--- src/rtl/fetch_pair_queue_pkg.sv ---
// Shared types for the fetch queue and the dual-issue decode stage.
// Latency: none (types and constants only).
// Backpressure: n/a.
package fetch_pair_queue_pkg;

    localparam int FQ_XLEN  = 32;
    localparam int FQ_DEPTH = 8;

    // One queued instruction; decode consumes slots in this same shape.
    typedef struct packed {
        logic [FQ_XLEN-1:0] pc;
        logic [FQ_XLEN-1:0] instr;
    } fq_entry_t;

    function automatic fq_entry_t fq_make_entry(input logic [FQ_XLEN-1:0] pc,
                                                input logic [FQ_XLEN-1:0] instr);
        fq_entry_t e;
        e.pc    = pc;
        e.instr = instr;
        return e;
    endfunction

endpackage

--- src/rtl/fetch_pair_queue_if.sv ---
// Fetch-pair in / decode-pair out bundle between fetch, the queue and decode.
// Latency: wires only.
// Backpressure: fetch_stall towards fetch, dec_take_a/b from decode.
interface fetch_pair_queue_if #(
    parameter int XLEN = fetch_pair_queue_pkg::FQ_XLEN
);
    logic            fetch_valid;
    logic [XLEN-1:0] pc_a_in;
    logic [XLEN-1:0] instr_a_in;
    logic [XLEN-1:0] pc_b_in;
    logic [XLEN-1:0] instr_b_in;
    logic            fetch_stall;
    logic            flush;

    logic            dec_valid_a;
    logic [XLEN-1:0] dec_pc_a;
    logic [XLEN-1:0] dec_instr_a;
    logic            dec_valid_b;
    logic [XLEN-1:0] dec_pc_b;
    logic [XLEN-1:0] dec_instr_b;
    logic            dec_take_a;
    logic            dec_take_b;

    // The environment side: fetch, redirect and decode.
    modport master (
        output fetch_valid, pc_a_in, instr_a_in, pc_b_in, instr_b_in, flush,
        output dec_take_a, dec_take_b,
        input  fetch_stall,
        input  dec_valid_a, dec_pc_a, dec_instr_a,
        input  dec_valid_b, dec_pc_b, dec_instr_b
    );

    // The queue side.
    modport slave (
        input  fetch_valid, pc_a_in, instr_a_in, pc_b_in, instr_b_in, flush,
        input  dec_take_a, dec_take_b,
        output fetch_stall,
        output dec_valid_a, dec_pc_a, dec_instr_a,
        output dec_valid_b, dec_pc_b, dec_instr_b
    );

endinterface

--- src/rtl/fetch_pair_queue_fq_storage.sv ---
// 2-write / 2-read register array holding {pc, instr}; no reset on contents.
// Latency: write visible on read ports the cycle after the write edge.
// Backpressure: none; the caller owns pointer/occupancy control.
module fq_storage #(
    parameter int DEPTH = 8,
    parameter int XLEN  = 32,
    parameter int AW    = $clog2(DEPTH)
) (
    input  logic            clk,
    input  logic            wr0_en,
    input  logic [AW-1:0]   wr0_addr,
    input  logic [XLEN-1:0] wr0_pc,
    input  logic [XLEN-1:0] wr0_instr,
    input  logic            wr1_en,
    input  logic [AW-1:0]   wr1_addr,
    input  logic [XLEN-1:0] wr1_pc,
    input  logic [XLEN-1:0] wr1_instr,
    input  logic [AW-1:0]   rd0_addr,
    output logic [XLEN-1:0] rd0_pc,
    output logic [XLEN-1:0] rd0_instr,
    input  logic [AW-1:0]   rd1_addr,
    output logic [XLEN-1:0] rd1_pc,
    output logic [XLEN-1:0] rd1_instr
);

    logic [XLEN-1:0] pc_q    [DEPTH];
    logic [XLEN-1:0] pc_d    [DEPTH];
    logic [XLEN-1:0] instr_q [DEPTH];
    logic [XLEN-1:0] instr_d [DEPTH];

    // The two write addresses are always distinct (tail and tail+1).
    always_comb begin
        pc_d    = pc_q;
        instr_d = instr_q;
        if (wr0_en) begin
            pc_d[wr0_addr]    = wr0_pc;
            instr_d[wr0_addr] = wr0_instr;
        end
        if (wr1_en) begin
            pc_d[wr1_addr]    = wr1_pc;
            instr_d[wr1_addr] = wr1_instr;
        end
    end

    always_ff @(posedge clk) begin
        pc_q    <= pc_d;
        instr_q <= instr_d;
    end

    assign rd0_pc    = pc_q[rd0_addr];
    assign rd0_instr = instr_q[rd0_addr];
    assign rd1_pc    = pc_q[rd1_addr];
    assign rd1_instr = instr_q[rd1_addr];

endmodule

--- src/rtl/fetch_pair_queue.sv ---
// Dual-slot fetch queue: accepts one fetched pair, presents the two oldest to decode.
// Latency: 1 cycle from accepted pair to dec_* when empty; outputs purely registered.
// Backpressure: fetch_stall when count > DEPTH-2 (ignores same-cycle dequeue); flush empties.
module fetch_pair_queue
    import fetch_pair_queue_pkg::*;
#(
    parameter int DEPTH = FQ_DEPTH,
    parameter int XLEN  = FQ_XLEN
) (
    input  logic                   clk,
    input  logic                   rst,
    fetch_pair_queue_if.slave      bus,
    output logic [$clog2(DEPTH):0] count
);

    localparam int AW = $clog2(DEPTH);
    localparam int CW = AW + 1;
    localparam logic [CW-1:0] STALL_LIMIT = CW'(DEPTH - 2);

    logic [AW-1:0] head_q,  head_d;
    logic [AW-1:0] tail_q,  tail_d;
    logic [CW-1:0] count_q, count_d;

    logic       enq;
    logic       take_a;
    logic       take_b;
    logic [1:0] n_deq;

    logic [AW-1:0] head_p1;
    logic [AW-1:0] tail_p1;

    assign head_p1 = head_q + AW'(1);
    assign tail_p1 = tail_q + AW'(1);

    assign bus.fetch_stall = (count_q > STALL_LIMIT);
    assign bus.dec_valid_a = (count_q != '0);
    assign bus.dec_valid_b = (count_q >= CW'(2));
    assign count           = count_q;

    always_comb begin
        take_a  = bus.dec_take_a & bus.dec_valid_a;
        // Slot B only leaves together with slot A, keeping program order.
        take_b  = take_a & bus.dec_take_b & bus.dec_valid_b;
        n_deq   = {1'b0, take_a} + {1'b0, take_b};
        enq     = bus.fetch_valid & ~bus.fetch_stall & ~bus.flush;

        head_d  = head_q + AW'(n_deq);
        tail_d  = tail_q;
        if (enq) begin
            tail_d = tail_q + AW'(2);
        end
        count_d = count_q + (enq ? CW'(2) : CW'(0)) - CW'(n_deq);

        if (bus.flush) begin
            head_d  = '0;
            tail_d  = '0;
            count_d = '0;
        end
    end

    always_ff @(posedge clk) begin
        if (rst) begin
            head_q  <= '0;
            tail_q  <= '0;
            count_q <= '0;
        end else begin
            head_q  <= head_d;
            tail_q  <= tail_d;
            count_q <= count_d;
        end
    end

    fq_storage #(
        .DEPTH (DEPTH),
        .XLEN  (XLEN)
    ) u_storage (
        .clk       (clk),
        .wr0_en    (enq),
        .wr0_addr  (tail_q),
        .wr0_pc    (bus.pc_a_in),
        .wr0_instr (bus.instr_a_in),
        .wr1_en    (enq),
        .wr1_addr  (tail_p1),
        .wr1_pc    (bus.pc_b_in),
        .wr1_instr (bus.instr_b_in),
        .rd0_addr  (head_q),
        .rd0_pc    (bus.dec_pc_a),
        .rd0_instr (bus.dec_instr_a),
        .rd1_addr  (head_p1),
        .rd1_pc    (bus.dec_pc_b),
        .rd1_instr (bus.dec_instr_b)
    );

    always @(posedge clk) begin
        if (!rst && !bus.flush) begin
            assert (!(bus.dec_take_b && !bus.dec_take_a))
                else $warning("fetch_pair_queue: dec_take_b without dec_take_a ignored");
        end
    end

endmodule

--- src/flat_wrapper.sv ---
// flat-port wrapper written by rule: the top's interface ports become plain ports
module fetch_pair_queue_flat import fetch_pair_queue_pkg::*;
#(
    parameter int DEPTH = FQ_DEPTH,
    parameter int XLEN  = FQ_XLEN
)
  (clk, rst, count, bus_fetch_valid, bus_pc_a_in, bus_instr_a_in, bus_pc_b_in, bus_instr_b_in, bus_flush, bus_dec_take_a, bus_dec_take_b, bus_fetch_stall, bus_dec_valid_a, bus_dec_pc_a, bus_dec_instr_a, bus_dec_valid_b, bus_dec_pc_b, bus_dec_instr_b);
  fetch_pair_queue_if #(.XLEN(XLEN)) bus_i ();
  input  logic clk;
  input  logic rst;
  output logic [$clog2(DEPTH):0] count;
  input wire logic [$bits(bus_i.fetch_valid)-1:0] bus_fetch_valid;
  input wire logic [$bits(bus_i.pc_a_in)-1:0] bus_pc_a_in;
  input wire logic [$bits(bus_i.instr_a_in)-1:0] bus_instr_a_in;
  input wire logic [$bits(bus_i.pc_b_in)-1:0] bus_pc_b_in;
  input wire logic [$bits(bus_i.instr_b_in)-1:0] bus_instr_b_in;
  input wire logic [$bits(bus_i.flush)-1:0] bus_flush;
  input wire logic [$bits(bus_i.dec_take_a)-1:0] bus_dec_take_a;
  input wire logic [$bits(bus_i.dec_take_b)-1:0] bus_dec_take_b;
  output wire logic [$bits(bus_i.fetch_stall)-1:0] bus_fetch_stall;
  output wire logic [$bits(bus_i.dec_valid_a)-1:0] bus_dec_valid_a;
  output wire logic [$bits(bus_i.dec_pc_a)-1:0] bus_dec_pc_a;
  output wire logic [$bits(bus_i.dec_instr_a)-1:0] bus_dec_instr_a;
  output wire logic [$bits(bus_i.dec_valid_b)-1:0] bus_dec_valid_b;
  output wire logic [$bits(bus_i.dec_pc_b)-1:0] bus_dec_pc_b;
  output wire logic [$bits(bus_i.dec_instr_b)-1:0] bus_dec_instr_b;
  assign bus_i.fetch_valid = bus_fetch_valid;
  assign bus_i.pc_a_in = bus_pc_a_in;
  assign bus_i.instr_a_in = bus_instr_a_in;
  assign bus_i.pc_b_in = bus_pc_b_in;
  assign bus_i.instr_b_in = bus_instr_b_in;
  assign bus_i.flush = bus_flush;
  assign bus_i.dec_take_a = bus_dec_take_a;
  assign bus_i.dec_take_b = bus_dec_take_b;
  assign bus_fetch_stall = bus_i.fetch_stall;
  assign bus_dec_valid_a = bus_i.dec_valid_a;
  assign bus_dec_pc_a = bus_i.dec_pc_a;
  assign bus_dec_instr_a = bus_i.dec_instr_a;
  assign bus_dec_valid_b = bus_i.dec_valid_b;
  assign bus_dec_pc_b = bus_i.dec_pc_b;
  assign bus_dec_instr_b = bus_i.dec_instr_b;
  fetch_pair_queue #(.DEPTH(DEPTH), .XLEN(XLEN)) u_core (.clk(clk), .rst(rst), .bus(bus_i), .count(count));
endmodule
--- config.mk ---
export PLATFORM = sky130hd
export DESIGN_NAME = fetch_pair_queue_flat
export DESIGN_NICKNAME = d
export VERILOG_FILES = /design/src/rtl/fetch_pair_queue_pkg.sv /design/src/rtl/fetch_pair_queue_if.sv /design/src/rtl/fetch_pair_queue_fq_storage.sv /design/src/rtl/fetch_pair_queue.sv /design/src/flat_wrapper.sv
export SDC_FILE = /design/constraint.sdc
export NUM_CORES = 1
export LEC_CHECK = 0
export ABC_AREA = 1
export CELL_PAD_IN_SITES_DETAIL_PLACEMENT = 0
export CELL_PAD_IN_SITES_GLOBAL_PLACEMENT = 1
export CORE_ASPECT_RATIO = 0.5
export CORE_MARGIN = 8
export CORE_UTILIZATION = 35
export CTS_CLUSTER_DIAMETER = 120
export DETAILED_ROUTE_END_ITERATION = 10
export GPL_TIMING_DRIVEN = 0
export PLACE_DENSITY_LB_ADDON = 0.1
export REMOVE_ABC_BUFFERS = 1
export SETUP_SLACK_MARGIN = 0.5
export SLEW_MARGIN = 15
export SYNTH_ARGS = -nofsm -noshare
export SYNTH_HDL_FRONTEND = slang
export SYNTH_SLANG_ARGS = --single-unit
--- constraint.sdc ---
create_clock -name clk -period 8.25 [get_ports clk]
set_input_delay 1.65 -clock clk [delete_from_list [all_inputs] [get_ports clk]]
set_output_delay 1.65 -clock clk [all_outputs]
set_load 0.02 [all_outputs]
==> summary.txt <==
Clock network
  • H-tree levels: 2
  • Hold buffers post-CTS: 0
  • CTS root buffer: clkbuf_16
  • Setup Fix Bufs, Post-CTS: 0
  • Worst skew pair latency: 620 ps
  • PostCTS Resize Cnt: 0
  • CTS tree: done
  • Clk pin slew, worst setup/hold paths: 60 ps
  • CTS Buffer Depth: 3
  • Clock tree sinks: 521
  • CTS Buf Count: 55

Synthesis
  • Cell area after synthesis: 0.0312 mm^2
  • Syn Area/Cell: 8.07 um^2
  • Top post-synthesis cells by area: edfxtp_1 49%, nand2_1 20%, nand3_1 8.3%, nor3_2 8.0%, inv_1 7.2%
  • Synth unique cells: 23
  • Seq/Total Area, Yosys: approximately half
  • Synthesis-stage register bit count: 521
  • Post-synth top area share: 49.2%
  • Synth Warn #: 0
  • Synth area leader: edfxtp_1
  • Post-Synthesis Cells: around 3.9k

Die
  • Row Count: 77
  • CORE AREA: 0.0883 mm^2
  • IO Pins: 269
  • Die footprint: around 0.10 mm^2
  • Die width: about 440 um
  • Die Span Y: 227 um
  • Initial Util: 35.3%

STA
  • Tightest Pin Transition: 948 ps
  • Setup TNS: 0 ps
  • Fin Hold WS: between 500 and 600 ps
  • Skew final: 15.1 ps
  • Final setup violation count: 0
  • Period Utilization, post-route: 73.7%
  • Final hold vios: 0
  • Final min period: 6080 ps
  • Worst setup margin: 2170 ps
  • Fmax: 164 MHz
  • Max-slew violation count: 0
  • Max_slew headroom: 36.8%
  • RSZ-0062 raised after global routing: false

Worst setup path
  • Critical path type: register to output pin
  • Worst setup EP type: output pin
  • R2R depth: 11
  • Cell repeated most along the worst path: nand2_1
  • Crit-path max FO: 68
  • CP max-delay cell: dfxtp_4
  • Data required, critical path: 6600 ps
  • Worst setup SP type: register
  • Crit path DAT: around 4400 ps
  • Crit-path max cell delay: 670 ps
  • CP Cell Sequence: buf_12, ha_4, buf_16, inv_8, buf_16, nand3_1, nand2_1, nand2_1, nand2_1, clkdlybuf4s50_1

Global routing
  • Initial antenna violation count: 1
  • Vias in the first global route: 24.5k
  • Total GRT Usage: 19.1%
  • Pin count of the biggest net entering global routing: 213
  • Total grt overflow: 0
  • Global-route wire length before repair: 147000 um

Power
  • Total power: 9.13 mW
  • Leak: 16.5 nW
  • Power per Cell Area: approximately 250 mW/mm^2
  • VDD IR max: around 0.24 mV

Routing
  • Routed len/inst: 18.7 um
  • Remaining DRCs: 0
  • Drt total wl: roughly 98000 um
  • Via count: 25.1k
  • Number of vias per cell: about 4.8
  • Antenna viol nets, final: 0
  • Drt first pass iters: 6
  • 1st-iter DRT viols: ~1.8k

Final layout
  • Synth-to-layout area growth: 19.2%
  • Non-Filler Instances: roughly 5.2k
  • Final net count: 4155
  • Layout cells sized above 1: 10.2%

Place
  • DP HPWL: 58800 um
  • DP Cell Count: 5134
  • Gpl congestion: around 0.72
  • IO Port Bufs: 268
  • Pre-CTS WS: 2710 ps

Outcome
  • Status: completed

Worst hold path
  • Worst Hold Depth: 3
  • Hold Crit Class: register to register

Flow run
  • Max-Cap Viols: 0
## worst paths after layout
| kind | endpoint | slack [ps] | startpoint |
|---|---|---|---|
| setup / recovery | bus_dec_pc_b[26] | 2170 | u_core.head_q[0]$_SDFF_PP0_ |
| hold / removal | u_core.tail_q[1]$_SDFFE_PP0P_ | 590 | u_core.tail_q[1]$_SDFFE_PP0P_ |
| setup reg to reg | u_core.u_storage.pc_q[196]$_DFFE_PP_ | 4480 | u_core.count[2]$_SDFF_PP0_ |
| hold reg to reg | u_core.tail_q[1]$_SDFFE_PP0P_ | 590 | u_core.tail_q[1]$_SDFFE_PP0P_ |
## power breakdown
part	switching [mW]	internal (mW)
Combinational	2.23	1.28
Clock	1.10	1.47
Sequential	0.0508	3.00
Total	3.38	5.75
## registers in the layout, indices dropped and copies added, names as in the netlist
signal,flops
u_core.u_storage.instr_q,256
u_core.head_q,3
u_core.count,4
u_core.tail_q,2
u_core.u_storage.pc_q,256
## worst max-delay path, delay by kind of cell (launching register included)
family / cells / cell delay (ps)
DFF: 1 / 670
adders and majority gates: 1 / 460
and+or+nand+nor: 4 / 410
buffers and inverters: 5 / 2150
## through the flow
stage | utilization [%] | instance area [um^2]
final | 42.1 | 37200
after CTS | 42.1 | 37200
after global placement | 38.2 | 33700
after global routing | 42.1 | 37200
after detailed placement | 40.1 | 35400
after floorplan | - | 29500
## per-layer routing
metal / share of wire (%) / GRT usage, %
met2: 48 / 33.2
met3: 4.5 / 2.60
met1: 45 / 25.2
met4: 2.3 / 4.71
met5: 0 / 0
## cell families after synthesis
| kind of cell | count (synthesis) | synth area share, % |
|---|---|---|
| fa+ha+maj | 15 | 0.625 |
| xor+xnor | 3 | 0.0842 |
| compound gates | 4 | 0.0721 |
| simple gates | 2468 | 36.8 |
| flops | 521 | 49.8 |
| buf+inv | 856 | 12.6 |
## layout make-up
class	instances	area [um^2]
multi-input cells	2490	11800
inverters	602	2320
flip-flops and latches	521	15600
well taps	1185	1480
diodes	1	2.50
repair buffers	336	4260
clock buffers	68	1470
fillers	8847	51100
clock inverters	32	320
## synthesized netlist by cell type
master    instances
buf_4            22
nand2_1        1677
nand3b_1          1
nor3_2          250
xnor2_1           2
edfxtp_1        512
ha_1             14
clkbuf_1         35
buf_2           103
fa_1              1
nand3_1         516
o21a_1            1
xor2_1            1
buf_6            68
dfxtp_1           9
inv_1           600
nor2_1           18
o21ai_0           1
buf_1            26
inv_2             1
nor3_1            6
a21oi_1           2
inv_4             1
## cells in the final DEF (no fill, tap or decap), types with 15 or more instances in the layout
master           Yosys  final
nand2_1           1677   1677
inv_1              600    593
edfxtp_1           512    512
nor3_2             250    250
clkbuf_16            0     57
clkinv_1             0     15
buf_16               0     36
nand3_1            516    515
buf_12               0     24
clkdlybuf4s50_1      0    268
(Power assumes the default switching activity.)
